[src/rtl/debug_ctrl_pkg.sv]
// debug_ctrl_pkg
//   Shared definitions for the pipeline debug sequencer: command opcodes,
//   sequencer state encoding and the number of command bytes per
//   instruction word.
//   No ports (package).

package debug_ctrl_pkg;

  localparam int BYTES_PER_WORD = 4;

  localparam logic [7:0] CMD_LOAD = 8'h01;
  localparam logic [7:0] CMD_RUN  = 8'h02;
  localparam logic [7:0] CMD_STEP = 8'h03;
  localparam logic [7:0] CMD_PRST = 8'h04;
  localparam logic [7:0] CMD_STOP = 8'h05;

  typedef enum logic [2:0] {
    ST_IDLE      = 3'd0,
    ST_LOAD_CNT  = 3'd1,
    ST_LOAD_DATA = 3'd2,
    ST_RUN       = 3'd3,
    ST_STEP      = 3'd4,
    ST_PRST      = 3'd5
  } state_t;

  // States in which the command stream is allowed to deliver a byte.
  function automatic logic accepts_bytes(state_t s);
    return (s == ST_IDLE) || (s == ST_LOAD_CNT) ||
           (s == ST_LOAD_DATA) || (s == ST_RUN);
  endfunction

endpackage

[src/rtl/debug_word_assembler.sv]
// debug_word_assembler
//   Collects command bytes MSB-first into instruction words. When the last
//   byte of a word is accepted, word_complete is high in that same cycle and
//   on the following cycle word_valid pulses with the assembled word.
// Ports
//   clk           in   1         clock
//   rst_n         in   1         synchronous, active-low reset
//   clear         in   1         restart byte position at the first byte
//   byte_valid    in   1         byte_data is consumed this cycle
//   byte_data     in   NB_BYTE   payload byte
//   word_complete out  1         combinational: this byte completes a word
//   word_valid    out  1         registered one-cycle word strobe
//   word          out  NB_WORD   registered assembled word
// NB_WORD must equal NB_BYTE * BYTES_PER_WORD.

module debug_word_assembler
  import debug_ctrl_pkg::*;
#(
  parameter int NB_BYTE = 8,
  parameter int NB_WORD = 32
) (
  input  logic               clk,
  input  logic               rst_n,
  input  logic               clear,
  input  logic               byte_valid,
  input  logic [NB_BYTE-1:0] byte_data,
  output logic               word_complete,
  output logic               word_valid,
  output logic [NB_WORD-1:0] word
);

  localparam int CNT_W = $clog2(BYTES_PER_WORD);
  localparam logic [CNT_W-1:0] LAST_BYTE = CNT_W'(BYTES_PER_WORD - 1);

  logic [CNT_W-1:0]   byte_cnt_reg;
  // lane_reg[0] holds the most recent byte; older bytes move to higher lanes.
  logic [NB_BYTE-1:0] lane_reg [BYTES_PER_WORD-1];
  logic [NB_WORD-1:0] word_next;

  assign word_complete = byte_valid && (byte_cnt_reg == LAST_BYTE);

  // The byte arriving now is the least significant one of the word.
  assign word_next[NB_BYTE-1:0] = byte_data;
  generate
    for (genvar gi = 1; gi < BYTES_PER_WORD; gi++) begin : g_word
      assign word_next[gi*NB_BYTE +: NB_BYTE] = lane_reg[gi-1];
    end
  endgenerate

  always_ff @(posedge clk) begin
    if (!rst_n) begin
      byte_cnt_reg <= '0;
      word_valid   <= 1'b0;
      word         <= '0;
      for (int i = 0; i < BYTES_PER_WORD - 1; i++) begin
        lane_reg[i] <= '0;
      end
    end else begin
      word_valid <= word_complete;
      if (word_complete) begin
        word <= word_next;
      end
      if (clear) begin
        byte_cnt_reg <= '0;
      end else if (byte_valid) begin
        byte_cnt_reg <= word_complete ? '0 : byte_cnt_reg + CNT_W'(1);
        lane_reg[0]  <= byte_data;
        for (int i = BYTES_PER_WORD - 2; i > 0; i--) begin
          lane_reg[i] <= lane_reg[i-1];
        end
      end
    end
  end

endmodule

[src/rtl/pipeline_debug_ctrl.sv]
// pipeline_debug_ctrl
//   Sequencer between the host byte link and the MIPS pipeline. Decodes a
//   valid/ready byte command stream: LOAD (program instruction memory, then
//   reset the pipeline), RUN (advance until HALT or STOP), STEP (advance one
//   cycle), PRST (one-cycle pipeline reset) and STOP. All outputs registered.
// Optional feature macro: PIPELINE_DEBUG_CYCLE_CNT_EN builds a saturating
//   counter of advanced cycles; without it o_cycle_count is tied to 0.
// Ports
//   i_clock       in   1                   clock
//   i_reset       in   1                   synchronous, active-low reset
//   i_cmd_data    in   NB_CMD              command/payload byte
//   i_cmd_valid   in   1                   byte valid
//   o_cmd_ready   out  1                   byte accepted on valid&ready
//   i_halt        in   1                   pipeline retired HALT (level)
//   o_pipe_valid  out  1                   pipeline advance enable
//   o_pipe_reset  out  1                   one-cycle pipeline reset pulse
//   o_imem_we     out  1                   imem write strobe
//   o_imem_addr   out  LOG2_N_INSMEM_ADDR  imem write word address
//   o_imem_data   out  NB_INSTR            imem write data
//   o_done        out  1                   pulse: run/step ended on HALT
//   o_err         out  1                   pulse: unknown/illegal command
//   o_busy        out  1                   sequencer not idle
//   o_cycle_count out  NB_CYCLE_CNT        advanced cycle count

module pipeline_debug_ctrl #(
  parameter int NB_INSTR           = 32,
  parameter int N_ADDR             = 32,
  parameter int LOG2_N_INSMEM_ADDR = 5,
  parameter int NB_CMD             = 8,
  parameter int NB_CYCLE_CNT       = 32
) (
  input  logic                          i_clock,
  input  logic                          i_reset,
  input  logic [NB_CMD-1:0]             i_cmd_data,
  input  logic                          i_cmd_valid,
  output logic                          o_cmd_ready,
  input  logic                          i_halt,
  output logic                          o_pipe_valid,
  output logic                          o_pipe_reset,
  output logic                          o_imem_we,
  output logic [LOG2_N_INSMEM_ADDR-1:0] o_imem_addr,
  output logic [NB_INSTR-1:0]           o_imem_data,
  output logic                          o_done,
  output logic                          o_err,
  output logic                          o_busy,
  output logic [NB_CYCLE_CNT-1:0]       o_cycle_count
);

  import debug_ctrl_pkg::*;

  localparam logic [LOG2_N_INSMEM_ADDR-1:0] LAST_ADDR = LOG2_N_INSMEM_ADDR'(N_ADDR - 1);

  state_t state_reg, state_next;

  // Program length in words and words written so far; the write address
  // wraps separately so depths that are not a power of two still work.
  logic [NB_CMD-1:0]             word_total_reg, word_total_next;
  logic [NB_CMD-1:0]             word_idx_reg, word_idx_next;
  logic [LOG2_N_INSMEM_ADDR-1:0] wr_addr_reg, wr_addr_next;
  logic [NB_CMD-1:0]             word_idx_inc;

  logic done_next;
  logic err_next;
  logic accept;
  logic asm_clear;
  logic asm_byte_valid;
  logic asm_word_complete;

  assign accept         = i_cmd_valid && o_cmd_ready;
  assign word_idx_inc   = word_idx_reg + NB_CMD'(1);
  assign asm_byte_valid = accept && (state_reg == ST_LOAD_DATA);
  assign asm_clear      = accept && (state_reg == ST_LOAD_CNT);

  debug_word_assembler #(
    .NB_BYTE (NB_CMD),
    .NB_WORD (NB_INSTR)
  ) u_word_assembler (
    .clk           (i_clock),
    .rst_n         (i_reset),
    .clear         (asm_clear),
    .byte_valid    (asm_byte_valid),
    .byte_data     (i_cmd_data),
    .word_complete (asm_word_complete),
    .word_valid    (o_imem_we),
    .word          (o_imem_data)
  );

  always_comb begin
    state_next      = state_reg;
    word_total_next = word_total_reg;
    word_idx_next   = word_idx_reg;
    wr_addr_next    = wr_addr_reg;
    done_next       = 1'b0;
    err_next        = 1'b0;

    case (state_reg)
      ST_IDLE: begin
        if (accept) begin
          case (i_cmd_data)
            CMD_LOAD: state_next = ST_LOAD_CNT;
            CMD_RUN:  state_next = ST_RUN;
            CMD_STEP: state_next = ST_STEP;
            CMD_PRST: state_next = ST_PRST;
            CMD_STOP: state_next = ST_IDLE;
            default:  err_next   = 1'b1;
          endcase
        end
      end

      ST_LOAD_CNT: begin
        if (accept) begin
          if (i_cmd_data == '0) begin
            // Empty program: still reset the pipeline.
            state_next = ST_PRST;
          end else begin
            word_total_next = i_cmd_data;
            word_idx_next   = '0;
            wr_addr_next    = '0;
            state_next      = ST_LOAD_DATA;
          end
        end
      end

      ST_LOAD_DATA: begin
        if (asm_word_complete) begin
          word_idx_next = word_idx_inc;
          wr_addr_next  = (wr_addr_reg == LAST_ADDR) ? '0
                          : wr_addr_reg + LOG2_N_INSMEM_ADDR'(1);
          if (word_idx_inc == word_total_reg) begin
            state_next = ST_PRST;
          end
        end
      end

      ST_RUN: begin
        // Any byte other than STOP is still consumed but flagged.
        if (accept && (i_cmd_data != CMD_STOP)) begin
          err_next = 1'b1;
        end
        // HALT has priority over a simultaneous STOP.
        if (i_halt) begin
          done_next  = 1'b1;
          state_next = ST_IDLE;
        end else if (accept && (i_cmd_data == CMD_STOP)) begin
          state_next = ST_IDLE;
        end
      end

      ST_STEP: begin
        done_next  = i_halt;
        state_next = ST_IDLE;
      end

      ST_PRST: begin
        state_next = ST_IDLE;
      end

      default: begin
        state_next = ST_IDLE;
      end
    endcase
  end

  // Outputs are registered from the next state so they line up with it.
  always_ff @(posedge i_clock) begin
    if (!i_reset) begin
      state_reg      <= ST_IDLE;
      word_total_reg <= '0;
      word_idx_reg   <= '0;
      wr_addr_reg    <= '0;
      o_cmd_ready    <= 1'b0;
      o_pipe_valid   <= 1'b0;
      o_pipe_reset   <= 1'b0;
      o_imem_addr    <= '0;
      o_done         <= 1'b0;
      o_err          <= 1'b0;
      o_busy         <= 1'b0;
    end else begin
      state_reg      <= state_next;
      word_total_reg <= word_total_next;
      word_idx_reg   <= word_idx_next;
      wr_addr_reg    <= wr_addr_next;
      o_cmd_ready    <= accepts_bytes(state_next);
      o_pipe_valid   <= (state_next == ST_RUN) || (state_next == ST_STEP);
      o_pipe_reset   <= (state_next == ST_PRST);
      o_done         <= done_next;
      o_err          <= err_next;
      o_busy         <= (state_next != ST_IDLE);
      if (asm_word_complete) begin
        o_imem_addr <= wr_addr_reg;
      end
    end
  end

`ifdef PIPELINE_DEBUG_CYCLE_CNT_EN
  logic [NB_CYCLE_CNT-1:0] cycle_cnt_reg;

  always_ff @(posedge i_clock) begin
    if (!i_reset) begin
      cycle_cnt_reg <= '0;
    end else if (o_pipe_reset) begin
      cycle_cnt_reg <= '0;
    end else if (o_pipe_valid && (cycle_cnt_reg != '1)) begin
      cycle_cnt_reg <= cycle_cnt_reg + NB_CYCLE_CNT'(1);
    end
  end

  assign o_cycle_count = cycle_cnt_reg;
`else
  assign o_cycle_count = '0;
`endif

endmodule
[config.mk]
export PLATFORM = sky130hd
export DESIGN_NAME = pipeline_debug_ctrl
export DESIGN_NICKNAME = d
export VERILOG_FILES = /design/src/rtl/debug_ctrl_pkg.sv /design/src/rtl/debug_word_assembler.sv /design/src/rtl/pipeline_debug_ctrl.sv
export SDC_FILE = /design/constraint.sdc
export NUM_CORES = 1
export LEC_CHECK = 0
export ABC_CLOCK_PERIOD_IN_PS = 2600
export BUFFER_PORTS_ARGS = -buffer_cell sky130_fd_sc_hd__buf_4
export CORE_MARGIN = 4
export CORE_UTILIZATION = 51
export CTS_BUF_LIST = sky130_fd_sc_hd__clkbuf_2
export DETAILED_ROUTE_END_ITERATION = 10
export PLACE_DENSITY_LB_ADDON = 0.25
export SLEW_MARGIN = 20
export SYNTH_ARGS = -nofsm -noshare
export SYNTH_HDL_FRONTEND = slang
export SYNTH_SLANG_ARGS = --single-unit
[constraint.sdc]
create_clock -name i_clock -period 2.6 [get_ports i_clock]
set_input_delay 0.26 -clock i_clock [delete_from_list [all_inputs] [get_ports i_clock]]
set_output_delay 0.26 -clock i_clock [all_outputs]
set_load 0.005 [all_outputs]
=== Word level (Yosys, flattened, before mapping) ===
Memory sizes are Yosys's and may differ from the RTL's. A register that Yosys moved wholly into a read port is not among the register bits.
Cells that the tools add are included.

* Flip-flop bits (word level): 70
* RAM bits: 24
* Bits of input ports: 12
* Output and inout port bits: 76
* Logic and storage cells: 97
* Memories kept: 1

{| class="wikitable"
|+ Memory list
! memory !! words !! bits a word !! read ports !! clocked after memory_dff !! write ports !! line !! RTL
|-
| u_word_assembler.lane_reg || 3 || 8 || 3 || 1 || 3 || debug_word_assembler.sv:37 || <nowiki>logic [NB_BYTE-1:0] lane_reg [BYTES_PER_WORD-1];</nowiki>
|}

* Add/subtract/negate cells: 3
* Equality and inequality tests: 21
* Muxes and demuxes: 33
* Bitwise gates (word level): 5
* Reduce and logical (&&, ||, !) cells: 20

{| class="wikitable"
|+ Operators by type and width
! cell !! count
|-
| 8-bit 2-to-1 mux || 6
|-
| 3-bit 2-to-1 mux || 7
|-
| 5-bit 2-to-1 mux || 4
|-
| 8-bit by 2-bit equality test with 1-bit output, second input constant || 2
|-
| 8-bit by 3-bit equality test with 1-bit output, second input constant || 2
|-
| 8-bit case mux with 2 select lines || 1
|-
| 3-bit case mux with 5 select lines || 1
|-
| 3-bit by 2-bit equality test with 1-bit output, second input constant || 4
|-
| 3-bit case mux with 4 select lines || 1
|-
| 5-bit case mux with 2 select lines || 1
|-
| 3-bit equality test, second input constant || 3
|-
| 1-bit 2-to-1 mux || 9
|-
| 8-bit by 1-bit adder with 8-bit output, second input constant || 1
|-
| 8-bit by 1-bit equality test with 1-bit output, second input constant || 1
|-
| 8-bit equality test || 1
|-
| 8-bit zero test || 1
|-
| 8-bit by 3-bit inequality test with 1-bit output, second input constant || 1
|-
| 3-bit by 1-bit equality test with 1-bit output, second input constant || 2
|-
| 1-bit logical AND || 6
|-
| 3-bit zero test || 2
|-
| 5-bit by 1-bit adder with 5-bit output, second input constant || 1
|-
| 5-bit equality test, second input constant || 1
|-
| 5-bit OR reduction || 1
|-
| 1-bit logical OR || 4
|-
| other kinds (14) || 19
|}

=== Depth between registers and ports, before layout ===
Gate-level depths: netlist of the first run.

* Depth in word-level cells: 9
* Depth in mapped cells: 8
* Depth with buffers taken out: 7

=== Hierarchy ===
A second synthesis of the first run with hierarchy kept.

* Cell total of the unflattened synthesis: 472
* Area, all modules: 4,603.2 sq um

{| class="wikitable"
|+ Modules (own cells, without submodules)
! module !! instances !! cells an instance !! area an instance (sq um) !! seq. area each (sq um)
|-
| debug_word_assembler || 1 || 211 || 2,428.6 || 1,421.4
|-
| pipeline_debug_ctrl || 1 || 261 || 2,174.6 || 700.7
|}

=== Worst setup path before layout of the first run ===
No wires, ideal clock.

* Kind: flip-flop to flip-flop
* From: reg state_reg[1]
* To: mem u_word_assembler.lane_reg[0][0], enable pin
* Setup time: 442 ps
* Arrival: 2,496 ps
* Required time: 2,158 ps
* Slack: -338 ps
* Stages on the path, launching flop included: 4
* Path buffers: 1
* Period minus slack after synthesis: 2,938 ps
* Cell sequence: dfxtp_1 -> buf_2 -> nand2b_1 -> o31ai_1

{| class="wikitable"
|+ RTL lines
! item !! line !! RTL
|-
| start: declaration || pipeline_debug_ctrl.sv:53 || <nowiki>state_t state_reg, state_next;</nowiki>
|-
| start signal: assignment || pipeline_debug_ctrl.sv:179 || <nowiki>state_reg <= state_next;</nowiki>
|-
| end: declaration || debug_word_assembler.sv:37 ||
|}

=== Final worst setup path of the first run ===
* From: reg word_idx_reg[0]
* To: reg o_pipe_reset

* Word-level cells in the longest chain between the ends: 6

{| class="wikitable"
|+ Ends and longest elaborated chain
! item !! line !! RTL
|-
| start: declaration || pipeline_debug_ctrl.sv:58 || <nowiki>logic [NB_CMD-1:0] word_idx_reg, word_idx_next;</nowiki>
|-
| start signal: assignment || pipeline_debug_ctrl.sv:181 || <nowiki>word_idx_reg <= word_idx_next;</nowiki>
|-
| 8-bit by 1-bit adder with 8-bit output || pipeline_debug_ctrl.sv:70 || <nowiki>assign word_idx_inc = word_idx_reg + NB_CMD'(1);</nowiki>
|-
| 8-bit equality test || pipeline_debug_ctrl.sv:129 || <nowiki>if (word_idx_inc == word_total_reg) begin</nowiki>
|-
| 3-bit 2-to-1 mux || pipeline_debug_ctrl.sv:129 ||
|-
| 3-bit 2-to-1 mux || pipeline_debug_ctrl.sv:125 || <nowiki>if (asm_word_complete) begin</nowiki>
|-
| 3-bit case mux with 4 select lines || pipeline_debug_ctrl.sv:96 || <nowiki>case (state_reg)</nowiki>
|-
| 3-bit equality test || pipeline_debug_ctrl.sv:185 || <nowiki>o_pipe_reset <= (state_next == ST_PRST);</nowiki>
|-
| end signal: assignment || pipeline_debug_ctrl.sv:185 ||
|-
| end: declaration || pipeline_debug_ctrl.sv:39 || <nowiki>output logic o_pipe_reset,</nowiki>
|}

Every way passes these cells.
A chain may end at the register's enable or synchronous reset.

==> results of run 1 <==
==> how the worst max path moves through the flow <==
stage / to / slack, ns / cells after the start
floorplan: u_word_assembler.lane_reg[0][0] / 0.40 / 3
global placement: wr_addr_reg[0] / 0.52 / 7
detailed placement: wr_addr_reg[0] / 0.46 / 7
CTS: wr_addr_reg[2] / 0.42 / 7
global route: wr_addr_reg[2] / 0.20 / 7
finish: o_pipe_reset / 0.42 / 6
==> critical path, stage by stage (launching register included) <==
cell,delay (ns)
dfxtp_1,0.50
nand3_4,0.14
or3_1,0.40
o32ai_1,0.33
a31oi_1,0.14
nor4_4,0.45
o21a_1,0.19
==> synthesized netlist by cell type, drive strengths merged, types with 5 or more instances <==
| cell | n | area [um^2] |
|---|---|---|
| or3 | 5 | 32.5 |
| nor3 | 12 | 60.1 |
| and2 | 26 | 164 |
| clkbuf | 21 | 88.8 |
| o21a | 5 | 37.5 |
| a21boi | 47 | 353 |
| a21oi | 12 | 60.1 |
| dfxtp | 70 | 1400 |
| edfxtp | 24 | 721 |
| xnor2 | 10 | 87.6 |
| nand2 | 106 | 400 |
| o21ai | 9 | 48.8 |
| buf | 36 | 263 |
| nand3 | 10 | 62.6 |
| nor2 | 14 | 52.6 |
| nand2b | 5 | 38.8 |
| nor4 | 6 | 52.6 |
==> layout by cell type, fill, tap and decap left out, drive strengths merged, types with 9 or more instances in the layout <==
cell,n
a21boi,47
a21oi,12
and2,26
buf,64
clkbuf,10
conb,32
dfxtp,70
dlygate4sd3,9
edfxtp,24
nand2,106
nand3,10
nor2,14
nor3,12
o21ai,9
xnor2,10
==> metrics by stage <==
stage / worst slack, ns / util, % / area [um^2] / total power [mW] / hold WS (ns)
after floorplan: 0.405 / - / 4460 / 1.64 / 0.405
after global placement: 0.520 / 57.4 / 4740 / 1.65 / 0.452
after detailed placement: 0.462 / 57.4 / 4740 / 1.65 / 0.461
after CTS: 0.422 / 60.5 / 4990 / 2.59 / 0.0644
after global routing: 0.196 / 60.5 / 4990 / 2.67 / 0.0569
final: 0.421 / 60.5 / 4990 / 2.58 / 0.103
==> report_power, final <==
group | internal [mW] | switching, mW
logic | 0.0437 | 0.0672
registers | 1.52 | 0.00696
clock network | 0.427 | 0.518
total | 1.99 | 0.592
==> cells by family after synthesis <==
group / count (synthesis) / share of synthesized area [%]
flops: 94 / 48.9
xor+xnor: 14 / 2.82
fa+ha+maj: 4 / 1.15
compound gates: 89 / 14.9
simple gates: 205 / 23.8
other cells: 1 / 0.0863
buf+inv: 61 / 8.44
==> per-layer routing <==
| metal | share of wire [%] | routed length [um] | global-route usage (%) |
|---|---|---|---|
| met3 | 7.1 | 668 | 4.17 |
| met2 | 48 | 4470 | 31.9 |
| met5 | 0 | 0 | 0 |
| met4 | 1.8 | 167 | 6.94 |
| met1 | 43 | 4060 | 25.5 |
==> cell type report <==
class	count	share of cell area [%]
inverters	4	0.301
clock buffers	10	1.00
clock inverters	6	2.33
repair buffers	73	11.4
multi-input cells	344	39.8
flip-flops and latches	94	42.5
well taps	105	2.63
==> what timing repair did <==
action | in CTS | in global routing
resized for setup | 0 | 0
hold endpoints to repair | 19 | 0
hold buffers | 9 | 0
==> impl_metrics.ini, run 1 <==
[power]
p_per_area_nw_per_um2 = 516
p_leak_nw = 1.88
vdd_drop_max_v = 0.000271

[die]
start_util_pct = 52.6
rows = 33
num_io_pins = 88
placeableCoreArea_um2 = 8260
dieArea_um2 = 10100
die_h_um = 100
die_x_um = 100

[global_routing]
grt_max_degree = 44
grt_pass1_wl_um = 15500
grt-ovfl-total = 0
grt_pass1_vias = 3180
grt_usage_pct = 19.5
antenna_found_initial = 0

[sta]
setup_tns_ns = 0
slew_headroom_pct = 62.9
fin_crit_ns = 2.18
finalSetupViolations = 0
rsz0062_at_grt = false
fin_crit_sh_pct = 83.8
slew_viol_final = 0
fmax_mhz = 459
tightestPinTransition_ns = 0.556
fin_skew_ns = 0.0247
final_hold_viol_count = 0

[placement]
dp_hpwl_um = 6540
dpl.cell_count = 611
portBuffers = 55
gp_congestion = 0.880

[critical_path]
r2r_setup_slack_ns = 0.42
setup.worst_path.end_class = register
r2r_start = word_idx_reg[0]
crit_start = word_idx_reg[0]
arrival_ns = 2.69
cp-start-kind = register
r2r_end = o_pipe_reset
crit_fanout = 8
worstPathRequired_ns = 3.11
rr_worst_depth = 6
path_class = register to register

[synthesis]
synth_edf_count = 24
syn_avg_cell_area_um2 = 9.28
synth_area_um2 = 4340
synth-seq-cells = 94
netlist-cell-type-count = 53
ys_warn_count = 0
yosysSeqAreaShare_pct = 48.9
synth_ff_type = dfxtp_1
async_flop_share_pct = 0
syn_inst = 468

[outcome]
run_status = completed

[cells_and_area]
largest_reg_flops = 32
area.growth.synth_to_final_pct = 15.0
area.sequential_um2 = 2120
n_antenna_cell = 0
fillCellCount = 744
multiInputGateArea_um2 = 1990
drive_above_1_share_pct = 17.9
nets = 542
stdcell_count = 636

[worst_hold_path]
hp-class = input pin to register
min_to = u_word_assembler.word[30]
hold_depth = 2
min_from = i_reset

[route]
num_vias = 3365
drc = 0
via_per_inst = 5.29
routed_wl_um = 9370
drtPass1Iterations = 6
drtIter0Drc = 215
ant_nets = 0
wire_per_inst_um = 14.7

[clock_network]
cts_buffers = 9
cts.clk_slew.worst_paths_ns = 0.27
clk_latency_ns = 0.56
cts_buffer_depth = 2
cts_tree = done
clock-sinks = 94
cts_root_buffer = clkbuf_2
cts_max_level = 3
post_cts_buffers = 0

[run]
drv_cap = 0
Power figures use the tool's default switching activity.
==> run 2, diff against run 1 <==
--- a/config.mk
+++ b/config.mk
@@ -5,10 +5,10 @@
 export SDC_FILE = /design/constraint.sdc
 export NUM_CORES = 1
 export LEC_CHECK = 0
-export ABC_CLOCK_PERIOD_IN_PS = 2600
+export ABC_CLOCK_PERIOD_IN_PS = 2300
 export BUFFER_PORTS_ARGS = -buffer_cell sky130_fd_sc_hd__buf_4
 export CORE_MARGIN = 4
-export CORE_UTILIZATION = 51
+export CORE_UTILIZATION = 55
 export CTS_BUF_LIST = sky130_fd_sc_hd__clkbuf_2
 export DETAILED_ROUTE_END_ITERATION = 10
 export PLACE_DENSITY_LB_ADDON = 0.25
==> constraint.sdc (replaced) <==
create_clock -name i_clock -period 2.3 [get_ports i_clock]
set_input_delay 0.23 -clock i_clock [delete_from_list [all_inputs] [get_ports i_clock]]
set_output_delay 0.23 -clock i_clock [all_outputs]
set_load 0.005 [all_outputs]
==> run 2 against run 1 <==
Via count shrank 3.1%. Worst hold slack improved by 0.026 ns. Sequential power up 13%. Sequential share of layout area rose by 0.24 points. Total power increased by 2.5%. Core utilization is 4.2 points higher. Die area decreased by 6.7%. Fmax increased by 1.4%. Register-to-register slack lost 0.27 ns. Final area fell by 0.50%. Clock power down 15%. Critical path type unchanged. Highest routed layer unchanged.
==> impl_metrics.ini, run 2 (synthesis gave the netlist of run 1 again) <==
[power]
p_leak_nw = 1.86
combPwrFrac_pct = 4.7
clkPwrFrac_pct = 30.2
internal_power_mw = 1.94
swShare_pct = 26.5
power.net_switching_mw = 0.700
vdd_drop_max_v = 0.000294
p_seq_share_pct = 65.1
p_per_area_nw_per_um2 = 532

[critical_path]
r2r_setup_slack_ns = 0.15
r2r_start = state_reg[1]
crit_fanout = 8
rr_worst_depth = 6
path_class = register to register
arrival_ns = 2.59
cp-endpoint = o_cmd_ready
cp-start-kind = register
r2r_end = o_cmd_ready
crit_start = state_reg[1]
worstPathRequired_ns = 2.75
setup.worst_path.end_class = register

[die]
placeableCoreArea_um2 = 7690
num_io_pins = 88
die_x_um = 96.9
rows = 32
start_util_pct = 56.5
die_h_um = 96.9
dieArea_um2 = 9380

[sta]
fin_skew_ns = 0.0400
final_hold_viol_count = 0
hold_slack_ns = 0.129
fin_crit_sh_pct = 93.4
setup_tns_ns = 0
finalSetupViolations = 0
slew_viol_final = 0
rsz0062_at_grt = false
tightestPinTransition_ns = 0.531
fin_crit_ns = 2.15
fmax_mhz = 465
slew_headroom_pct = 64.6

[run]
drv_cap = 0

[cells_and_area]
largest_reg_flops = 32
area.growth.synth_to_final_pct = 14.4
final_cell_mix = nand2_1, dfxtp_1, buf_4
post-route-util_pct = 64.6
stdcell_count = 635
multiInputGateArea_um2 = 2000
area.sequential_um2 = 2120
n_antenna_cell = 0
fillCellCount = 655
drive_above_1_share_pct = 18.6
final_common_cell = nand2_1
nets = 544

[clock_network]
clk_latency_ns = 0.55
cts.clk_slew.worst_paths_ns = 0.31
clock-sinks = 94
cts_tree = done
cts_max_level = 3
cts_buffer_depth = 2
cts_buffers = 9
cts_root_buffer = clkbuf_2

[route]
num_vias = 3261
drtIter0Drc = 184
routed_wl_um = 8760
ant_nets = 0
via_per_inst = 5.14
wire_per_inst_um = 13.8
drtPass1Iterations = 4
drc = 0

[global_routing]
grt_usage_pct = 18.8
antenna_found_initial = 0
grt_max_degree = 62
grt_pass1_wl_um = 14800
grt-ovfl-total = 0
grt_pass1_vias = 3121

[placement]
dpl.cell_count = 610
dp_hpwl_um = 6110
portBuffers = 55
gp_congestion = 0.924

[outcome]
run_status = completed

[worst_hold_path]
hp-class = input pin to register
-- run 2: changes by cell type in the layout (fill, tap and decap cells not counted), sizes merged --
cell	change
buf	+2
clkbuf	-1
clkinvlp	+1
inv	+1
clkinv	+2
bufinv	-3
-- run 2: timing repair --
item                                    4_1_cts  5_1_grt
hold endpoints to repair                     20        0
buffers inserted                              0        0
hold buffers                                  9        0
endpoints found under the setup margin        0        6
gates resized for setup                       0        2
-- run 2: worst min path at each step --
stage	from	endpoint	slack, ns	depth (start not counted)
4_1_cts	i_reset	state_reg[0]	0.08	2
6_report	i_reset	state_reg[0]	0.13	2
3_3_place_gp	u_word_assembler.word[31]	u_word_assembler.word[31]	0.45	2
5_1_grt	i_reset	u_word_assembler.word[19]	0.10	2
2_1_floorplan	i_cmd_data[5]	u_word_assembler.word[5]	0.37	2
3_5_place_dp	o_imem_addr[4]	o_imem_addr[4]	0.46	2
-- run 2: area by class of cell --
cell class / count / area share [%]
inverter: 4 / 0.302
sequential: 94 / 42.7
clock buffer: 9 / 0.906
clock inverter: 7 / 1.56
timing repair buffer: 75 / 11.8
tap: 102 / 2.57
multi-input combinational: 344 / 40.2
-- run 2: worst max-delay path, stage by stage (launching register included) --
cell	delay (ns)
dfxtp_1	0.57
nand2b_1	0.12
nor2_1	0.22
and3_1	0.42
nand4_1	0.21
nor4_4	0.43
nor3b_1	0.10
-- run 2: power by group through the flow --
stage               combinational (mW)  sequential, mW  clock [mW]
floorplan                        0.108            1.75           0
global placement                 0.108            1.75           0
detailed placement               0.109            1.75           0
CTS                              0.121            1.72       0.826
global route                     0.137            1.73       0.895
finish                           0.124            1.72       0.799
-- run 2: routing by layer --
| metal | global-route usage (%) | part of all wire, % | up-vias | routed length (um) |
|---|---|---|---|---|
| met2 | 32.4 | 49 | 80 | 4260 |
| met4 | 6.26 | 0.87 | 0 | 76 |
| met1 | 23.9 | 46 | 1526 | 4060 |
| met3 | 3.32 | 4.1 | 7 | 355 |
| met5 | 0 | 0 | - | 0 |
| li1 | - | - | 1648 | - |
-- run 2: per-stage QoR --
| step | setup WS, ns | power [mW] | cell area (um^2) |
|---|---|---|---|
| global route | 0.00731 | 2.76 | 4970 |
| global placement | 0.253 | 1.86 | 4750 |
| floorplan | 0.105 | 1.86 | 4460 |
| detailed placement | 0.192 | 1.86 | 4750 |
| finish | 0.151 | 2.64 | 4970 |
| CTS | 0.130 | 2.67 | 4960 |
